File: config.mk
export PLATFORM = sky130hd
export DESIGN_NAME = pipe_stage_buf
export DESIGN_NICKNAME = d
export VERILOG_FILES = /design/src/rtl/pipe_stage_buf.sv
export SDC_FILE = /design/constraint.sdc
export NUM_CORES = 1
export LEC_CHECK = 0
export CORE_AREA = 2 2 147 185
export DETAILED_ROUTE_END_ITERATION = 6
export DIE_AREA = 0 0 149 187
export HOLD_SLACK_MARGIN = 0.12
export PLACE_DENSITY = 0.74
export SYNTH_ARGS = -nofsm -noshare
export SYNTH_HDL_FRONTEND = slang
export SYNTH_SLANG_ARGS = --single-unit
File: constraint.sdc
create_clock -name clk -period 1.5 [get_ports clk]
set_input_delay 0.3 -clock clk [delete_from_list [all_inputs] [get_ports clk]]
set_output_delay 0.3 -clock clk [all_outputs]
set_load 0.02 [all_outputs]
File: src/rtl/pipe_stage_buf.sv
// rtl/pipe_stage_buf.sv - elastic 2-entry inter-stage pipeline buffer with flush
// Head register drives the outputs; a skid register absorbs one entry during a downstream stall.
module pipe_stage_buf #(
  parameter int                DATA_W   = 128,
  parameter int                CTRL_W   = 14,
  parameter logic [CTRL_W-1:0] CTRL_NOP = '0
) (
  input  logic              clk,
  input  logic              rst,
  input  logic              flush,
  input  logic              in_valid,
  output logic              in_ready,
  input  logic [DATA_W-1:0] in_data,
  input  logic [CTRL_W-1:0] in_ctrl,
  output logic              out_valid,
  input  logic              out_ready,
  output logic [DATA_W-1:0] out_data,
  output logic [CTRL_W-1:0] out_ctrl,
  output logic [1:0]        occupancy
);

  localparam logic [1:0] EMPTY = 2'd0;
  localparam logic [1:0] ONE   = 2'd1;
  localparam logic [1:0] TWO   = 2'd2;

  logic [1:0]        next_state;
  logic [DATA_W-1:0] skid_data;
  logic [CTRL_W-1:0] skid_ctrl;
  logic              load_head_in;
  logic              load_head_skid;
  logic              load_skid;
  logic              it;
  logic              ot;

  assign it = in_valid && in_ready;
  assign ot = out_valid && out_ready;

  // State register and all registered outputs; the pipeline advances on the falling edge.
  always_ff @(negedge clk) begin
    if (rst) begin
      occupancy <= EMPTY;
      out_valid <= 1'b0;
      in_ready  <= 1'b0;
      out_ctrl  <= CTRL_NOP;
      out_data  <= '0;
      skid_data <= '0;
      skid_ctrl <= '0;
    end else begin
      occupancy <= next_state;
      out_valid <= (next_state != EMPTY);
      in_ready  <= (next_state != TWO);
      if (next_state == EMPTY) begin
        out_ctrl <= CTRL_NOP;
      end else if (load_head_in) begin
        out_data <= in_data;
        out_ctrl <= in_ctrl;
      end else if (load_head_skid) begin
        out_data <= skid_data;
        out_ctrl <= skid_ctrl;
      end
      if (load_skid) begin
        skid_data <= in_data;
        skid_ctrl <= in_ctrl;
      end
    end
  end

  always_comb begin
    next_state = occupancy;
    if (flush) begin
      next_state = EMPTY;
    end else begin
      case (occupancy)
        EMPTY:   if (it) next_state = ONE;
        ONE: begin
          if (it && !ot)      next_state = TWO;
          else if (ot && !it) next_state = EMPTY;
        end
        TWO:     if (ot) next_state = ONE;
        default: next_state = EMPTY;
      endcase
    end
  end

  // Datapath load strobes; a flush suppresses every load so the squashed entry never lands.
  always_comb begin
    load_head_in   = 1'b0;
    load_head_skid = 1'b0;
    load_skid      = 1'b0;
    if (!flush) begin
      case (occupancy)
        EMPTY: load_head_in = it;
        ONE: begin
          load_head_in = it && ot;
          load_skid    = it && !ot;
        end
        TWO:     load_head_skid = ot;
        default: ;
      endcase
    end
  end

endmodule
=== After elaboration in Yosys (flattened, before gate mapping) ===
Cells that the tools add are included.

* Output and inout bits: 146
* Bits in registers: 288

* Eq/ne operators: 3
* Bitwise operators: 1
* Mux-type cells: 16
* Reductions and logical operators: 13

{| class="wikitable"
|+ Operators by type and width
! cell !! number
|-
| 128-bit two-way mux || 2
|-
| 14-bit two-way mux || 2
|-
| 2-bit two-way mux || 5
|-
| 2-bit case mux with 3 select lines || 1
|-
| 1-bit logical AND || 5
|-
| 1-bit two-way mux || 5
|-
| 2-bit logical NOT || 2
|-
| 2-bit nonzero test || 2
|-
| 2-bit by 1-bit equality test with 1-bit output, second input constant || 1
|-
| 2-bit equality test, second input constant || 1
|-
| 1-bit logical NOT || 2
|-
| 2-bit != test, second input constant || 1
|-
| 1-bit case mux with 2 select lines || 1
|-
| 2-bit AND reduction || 1
|-
| 2-bit OR reduction || 1
|-
| 1-bit NOT || 1
|}

=== Depth between registers and ports, before layout ===
Gate-level depths: netlist of run 1.

* Depth in word-level cells: 10
* Mapped depth: 7
* Gate-level depth less buffers: 4

==> results.ini, run 1 <==
[outcome]
status = finished with violations
violations = design-rule violations, negative setup slack

[flow_run]
drv_cap = 0

[logic_synthesis]
ys_top_cells_by_area = dfxtp_1, nand2_1, a21oi_1, a211oi_1, nor2_1
synth_seq_cells = 288
yosysMostFrequentCell = nand2_1
yosys.area_share.adder_pct = 0
synth-warning-count = 0
syn-num-nets = 1563
synth_compound_area_share_pct = 24.2
avgSynthCellArea_um2 = 7.97
synthFlopType = dfxtp_1
yosys.area_share.simple_pct = 19.5
netlist_area_um2 = 11300
synth.area.mux_share_pct = 0
synth_top_area_cell = dfxtp_1
yosys.cell_types.count = 28
synth_top_area_share_pct = 51.1
synth_xor_area_share_pct = 0.0776
synthArstFlopShare_pct = 0
synth_common_cells = nand2_1, dfxtp_1, a21oi_1
synth_top_family_by_area = compound AO/OA/AOI/OAI gates
synth-seq-area-share_pct = 51.1
synth-edff-count = 0
synthCells = 1416

[pwr]
power.leakage_nw = 9.87
pwr-share-seq_pct = 34.1
cellPowerDensity_nw_per_um2 = 1030
power_frac_comb_pct = 15.4
clock_power_share_pct = 50.5
swShare_pct = 36.7
irDropWorstVdd_v = 0.00107
p_total_mw = 23.8
switchingPower_mw = 8.73
internal-power_mw = 15.1

[global_route]
grtUsageTotal_pct = 31.7
globalRouteOverflowTotal = 0
antenna_found_initial = 7
grt_pass1_wl_um = 71400
grt_pass1_vias = 14600
grt_max_degree = 46

[worst_setup_path]
critPathKind = in -> reg
slowest_delay_ps = 560
setup.worst_path.start_class = input port
cp_max_fo = 4
r2r_setup_slack_ps = -750
cp.required_ps = 1210
crit_slowest_cell = nor2_1
crit_arrival_ps = 2030
end_kind = register
crit_buf_inv = 5
crit_family = buffers and inverters
path_cells = buf_12, buf_6, a21boi_4, o22ai_4, buf_12, buf_8, buf_6, nor2_1, a211oi_2

[clock_tree]
cts_max_level = 1
clk_pin_slew_ps = 60
postCtsHoldBufs = 0
cts_made_buffers = 30
cts_tree = done
clk_latency_ps = 700
root_buffer = clkbuf_16
cts.sinks = 288
cts_buffer_depth = 3

[die]
start_util_pct = 42.9
fp.coreArea_um2 = 26300
die-area_um2 = 27900
io_pins = 293
die_x_um = 149
num_rows = 67
die_height_um = 187

[sta]
finalHoldViolations = 0
finClkSkew_ps = 85.7
worstMarginPinSlew_ps = 741
report.final.slew_viol_count = 0
finalSetupViolations = 432
rsz0062_at_grt = true
timing.final.ws_setup_ps = -817
final.setup.tns_ps = -188340
hold_ws_ps = 450
slew_headroom_pct = 50.4

[routing]
avgViaCountPerCell = 6.09
drt_pass1_iterations = 7
num_vias = 15800
wl_per_cell_um = 25.9
wirelength_um = 67000
postRouteAntennaNets = 0
drc = 3
drtIter0Drc = 1436

[placed_design]
port_buffers = 292
pre_cts_ws_ps = -1360
placedCellCount = 2080
gp_congestion = 0.818
place.detailed.hpwl_um = 24000
placed_cell_area_um2 = 15900

[min_path]
hold_class = reg -> reg

[cells_and_area]
num-nets-final = 2366
finalInstanceArea_um2 = 23200
drive_above_1_share_pct = 47.9
utilization_pct = 88.1
area_delta_synth_final_pct = 105
final_cells = 2593

[worst min-delay path, stage by stage, from the launching register on]
cell,delay (ps)
dfxtp_1,310
nand2_1,50
a211oi_1,60
[repair_timing]
item                                    4_1_cts  5_1_grt
setup buffers                                56       89
cloned                                       23       17
endpoints found under the setup margin      434      432
pin swaps                                    64      213
gates resized for setup                    1197      510
[metal layers]
layer	global-route usage, %	wire [um]	vias to the layer above
met1	33.4	20800	7413
met5	0	13	-
met2	53.7	32100	1400
met3	8.73	7620	552
met4	23.1	6550	2
li1	-	-	6434
[logic make-up (layout without fill, tap and decap cells)]
| family | after synthesis | count (layout) |
|---|---|---|
| AND/OR/NAND/NOR | 568 | 568 |
| AO/OA/AOI/OAI | 436 | 436 |
| flip-flops | 288 | 288 |
| buffers and inverters | 123 | 950 |
| XOR/XNOR | 1 | 1 |
| other | 0 | 5 |
[cell usage in the layout (no fill, tap or decap), types with 2 or more instances in the layout]
cell             instances
a211oi_1                12
a211oi_2               116
a21oi_1                132
a21oi_2                 88
a21oi_4                 65
a22oi_1                  9
a22oi_2                  5
buf_12                  68
buf_16                  23
buf_4                  153
buf_6                  180
buf_8                   22
bufinv_16                3
clkbuf_16               47
clkdlybuf4s50_1        142
clkinvlp_2               7
dfxtp_1                142
dfxtp_2                130
dfxtp_4                 16
diode_2                  5
inv_1                  298
inv_4                    2
inv_6                    2
nand2_1                344
nand2_2                 18
nand2_4                 65
nand2_8                  2
nor2_1                  82
nor2_2                  18
nor2_4                  33
nor2b_1                  2
[power by group through the flow]
stage | clock, mW | sequential [mW] | combinational, mW
2_1_floorplan | 1.16 | 8.34 | 0.732
3_3_place_gp | 1.16 | 8.14 | 2.24
3_5_place_dp | 1.16 | 8.14 | 2.27
4_1_cts | 10.8 | 8.11 | 2.79
5_1_grt | 12.8 | 8.11 | 3.74
6_report | 12.0 | 8.11 | 3.65
[layout make-up]
class | count | area (um2)
clock inverters | 313 | 1290
diodes | 5 | 12.5
flip-flops and latches | 288 | 5990
fillers | 1046 | 3140
well taps | 345 | 432
inverters | 1 | 3.75
multi-input cells | 1005 | 7350
repair buffers | 605 | 7340
clock buffers | 31 | 776
[flip-flops by register name, summed over array words and instances, names as in the netlist]
register,cells
in_ready,1
out_ctrl,14
skid_ctrl,14
occupancy,2
out_valid,1
out_data,128
skid_data,128
[worst paths after layout]
path                        startpoint                          to  cells after the start
max                          out_ready  out_data[109]$_SDFFE_NP0P_                      9
min          skid_data[0]$_SDFFE_NP0P_    out_data[0]$_SDFFE_NP0P_                      2
max reg2reg        in_ready$_SDFF_NP0_   out_data[52]$_SDFFE_NP0P_                      8
min reg2reg  skid_data[0]$_SDFFE_NP0P_    out_data[0]$_SDFFE_NP0P_                      2
Note: power is estimated with default switching activity, not from simulation.
==> run 2, diff against run 1 <==
- SLEW_MARGIN: unset -> 20
==> results of run 2 <==
No change in the layout: final DEF, timing and power equal those of run 1.
==> run 3, diff against run 2 <==
- CTS_CLUSTER_DIAMETER: unset -> 100
==> results of run 3 <==
No change in the layout: final DEF, timing and power equal those of run 1.
==> edit (config.mk and constraints of run 3) <==
`CTRL_W`: 14 -> 16.
--- a/src/rtl/pipe_stage_buf.sv
+++ b/src/rtl/pipe_stage_buf.sv
@@ -2,7 +2,7 @@
 // Head register drives the outputs; a skid register absorbs one entry during a downstream stall.
 module pipe_stage_buf #(
   parameter int                DATA_W   = 128,
-  parameter int                CTRL_W   = 14,
+  parameter int                CTRL_W   = 16,
   parameter logic [CTRL_W-1:0] CTRL_NOP = '0
 ) (
   input  logic              clk,
Interface: changed (resized in_ctrl and out_ctrl); port bits go from 293 to 297. No check against the original RTL was run, so the function may have changed too.
==> edit against run 3 <==
The run still ends with DRC, setup timing left; utilization rose by 1.3 points; total power is 3.6% higher; critical path depth is the same; wire length increased by 8.5%; sequential cell count is 4 higher; area after synthesis shrank 0.35%; design area rose by 1.5%; worst setup slack got worse by 0.42 ns; critical path type is now reg -> reg; critical endpoint is now out_data[96].
==> edit: results (changes against run 3) <==
Finish
  • Design Area, Final: 0.0235 mm2 (was 0.0232 mm2)
  • Fillers: 972 (was 1046)
  • Fin cells: 2636 (was 2593)
  • Layout cells sized above 1: 45.1% (was 47.9%)
  • Fin nets: 2411 (was 2366)

GRT
  • Initial antenna violation count: 7 (unchanged)
  • Vias in the first global route: 14000 (was 14600)
  • All-Layer GR Usage: 30.4% (was 31.7%)
  • First-pass GRT wire length: 68800 um (was 71400 um)
  • Largest net degree at the start of global routing: 77 (was 46)

Timing
  • Setup Skew: 0.193 ns (was 0.0857 ns)
  • Worst slew pin tran: 0.819 ns (was 0.741 ns)
  • Sum Neg Setup Slack: -234.09 ns (was -188.34 ns)
  • Fin worst setup slack: -1.24 ns (was -0.817 ns)
  • # setup viols final: 437 (was 432)

Place
  • Placed insts: 2100 (was 2080)
  • Cell Area, Placed: 0.0158 mm2 (was 0.0159 mm2)
  • Gpl congestion: 0.857 (was 0.818)
  • Port Buf Inserts: 296 (was 292)
  • Dpl hpwl: 23200 um (was 24000 um)
  • Dpl ws: -1.41 ns (was -1.36 ns)

Route
  • Via count: 16600 (was 15800)
  • Drt total wl: 72700 um (was 67000 um)
  • DRC: 10 (was 3)
  • Antenna Nets Post-Route: 0 (unchanged)
  • 1st-iter DRT viols: 1976 (was 1436)

Synthesis
  • Mux share of post-synthesis cell area: 0% (unchanged)
  • Synth Area in Compound Gates: 23.3% (was 24.2%)
  • Synth area leaders: dfxtp_1, nand2_1, a21oi_1 (unchanged)
  • Main synth FF type: dfxtp_1 (unchanged)
  • Synth warn: 0 (unchanged)
  • Synth cell types: 28 (unchanged)
  • Syn avg cell area: 7.85 um2 (was 7.97 um2)
  • Post-synthesis sequential area ratio: 52.0% (was 51.1%)
  • Post-synth top cells: nand2_1, dfxtp_1, a21oi_1 (unchanged)
  • Post-synthesis xor/xnor area fraction: 0.0778% (was 0.0776%)
  • Synth Net Count: 1582 (was 1563)

Setup path
  • CP max stage cell: nor2_1 (unchanged)
  • Arrival time worst endpoint: 3.93 ns (was 2.03 ns)
  • Max stage delay on crit path: 0.62 ns (was 0.56 ns)
  • CP max FO: 6 (was 4)
  • Top delay family on crit path: compound AO/OA/AOI/OAI gates (was buffers and inverters)

CTS
  • Clock latency on the worst-skew pair: 0.82 ns (was 0.70 ns)
  • CTS H-tree lvls: 1 (unchanged)
  • Worst-path clk slew: 0.06 ns (about the same)
  • TritonCTS Buffers: 30 (unchanged)
  • CTS Root Cell: clkbuf_16 (unchanged)

Power and ir drop
  • Worst vdd ir: 1310 uV (was 1070 uV)
  • Leakage power total: 9.97 nW (was 9.87 nW)

Outcome
  • Outcome: complete, but fails checks (unchanged)
  • Failing checks: DRC, setup timing (unchanged)
==> edit: changes by cell type after synthesis, sizes merged <==
cell	change
clkbuf	+16
buf	-15
nand2	+6
a21oi	+4
dfxtp	+4
a22oi	+2
==> edit: tightest hold or removal path, cell delays in order, from the launching register on <==
cell	delay, ns
dfxtp_1	0.30
nand2_1	0.05
a211oi_1	0.06
==> edit: final cells by class <==
type | instances | share of cell area (%)
multi-input cells | 1018 | 29.6
well taps | 345 | 1.83
clock buffers | 31 | 3.30
repair buffers | 627 | 33.9
diodes | 6 | 0.0638
inverters | 1 | 0.0160
clock inverters | 316 | 5.69
flip-flops and latches | 292 | 25.7
==> edit: logic make-up (layout without fill, tap and decap cells) <==
| kind of cell | Yosys count | after routing |
|---|---|---|
| DFF | 292 | 292 |
| AOI/OAI and AO/OA | 442 | 442 |
| xor gates and xnor gates | 1 | 1 |
| and+or+nand+nor | 574 | 575 |
| buffers and inverters | 124 | 975 |
| other | 0 | 6 |
==> edit: per-layer routing <==
layer	up-vias	part of all wire, %	track usage, %
li1	6544	-	-
met1	7655	31	33.8
met2	1705	44	51.4
met3	690	14	9.88
met4	6	9.9	15.8
met5	-	0.062	0
==> edit: final timing paths <==
kind,from,endpoint,slack [ns],depth (start not counted)
setup / recovery,occupancy[0],out_data[96],-1.24,9
hold / removal,skid_data[35],out_data[35],0.44,2
setup reg to reg,occupancy[0],out_data[96],-1.24,9
hold reg to reg,skid_data[35],out_data[35],0.44,2
==> edit: timing repair <==
item	in CTS	in global routing
buffers inserted	39	82
setup endpoints to repair	440	438
pin swaps	26	184
cloned	23	50
resized for setup	1078	536
==> edit: report_power, final <==
group,switching [mW],internal (mW)
registers,0.213,8.03
clock network,6.99,5.67
logic,1.87,1.88
total,9.08,15.6
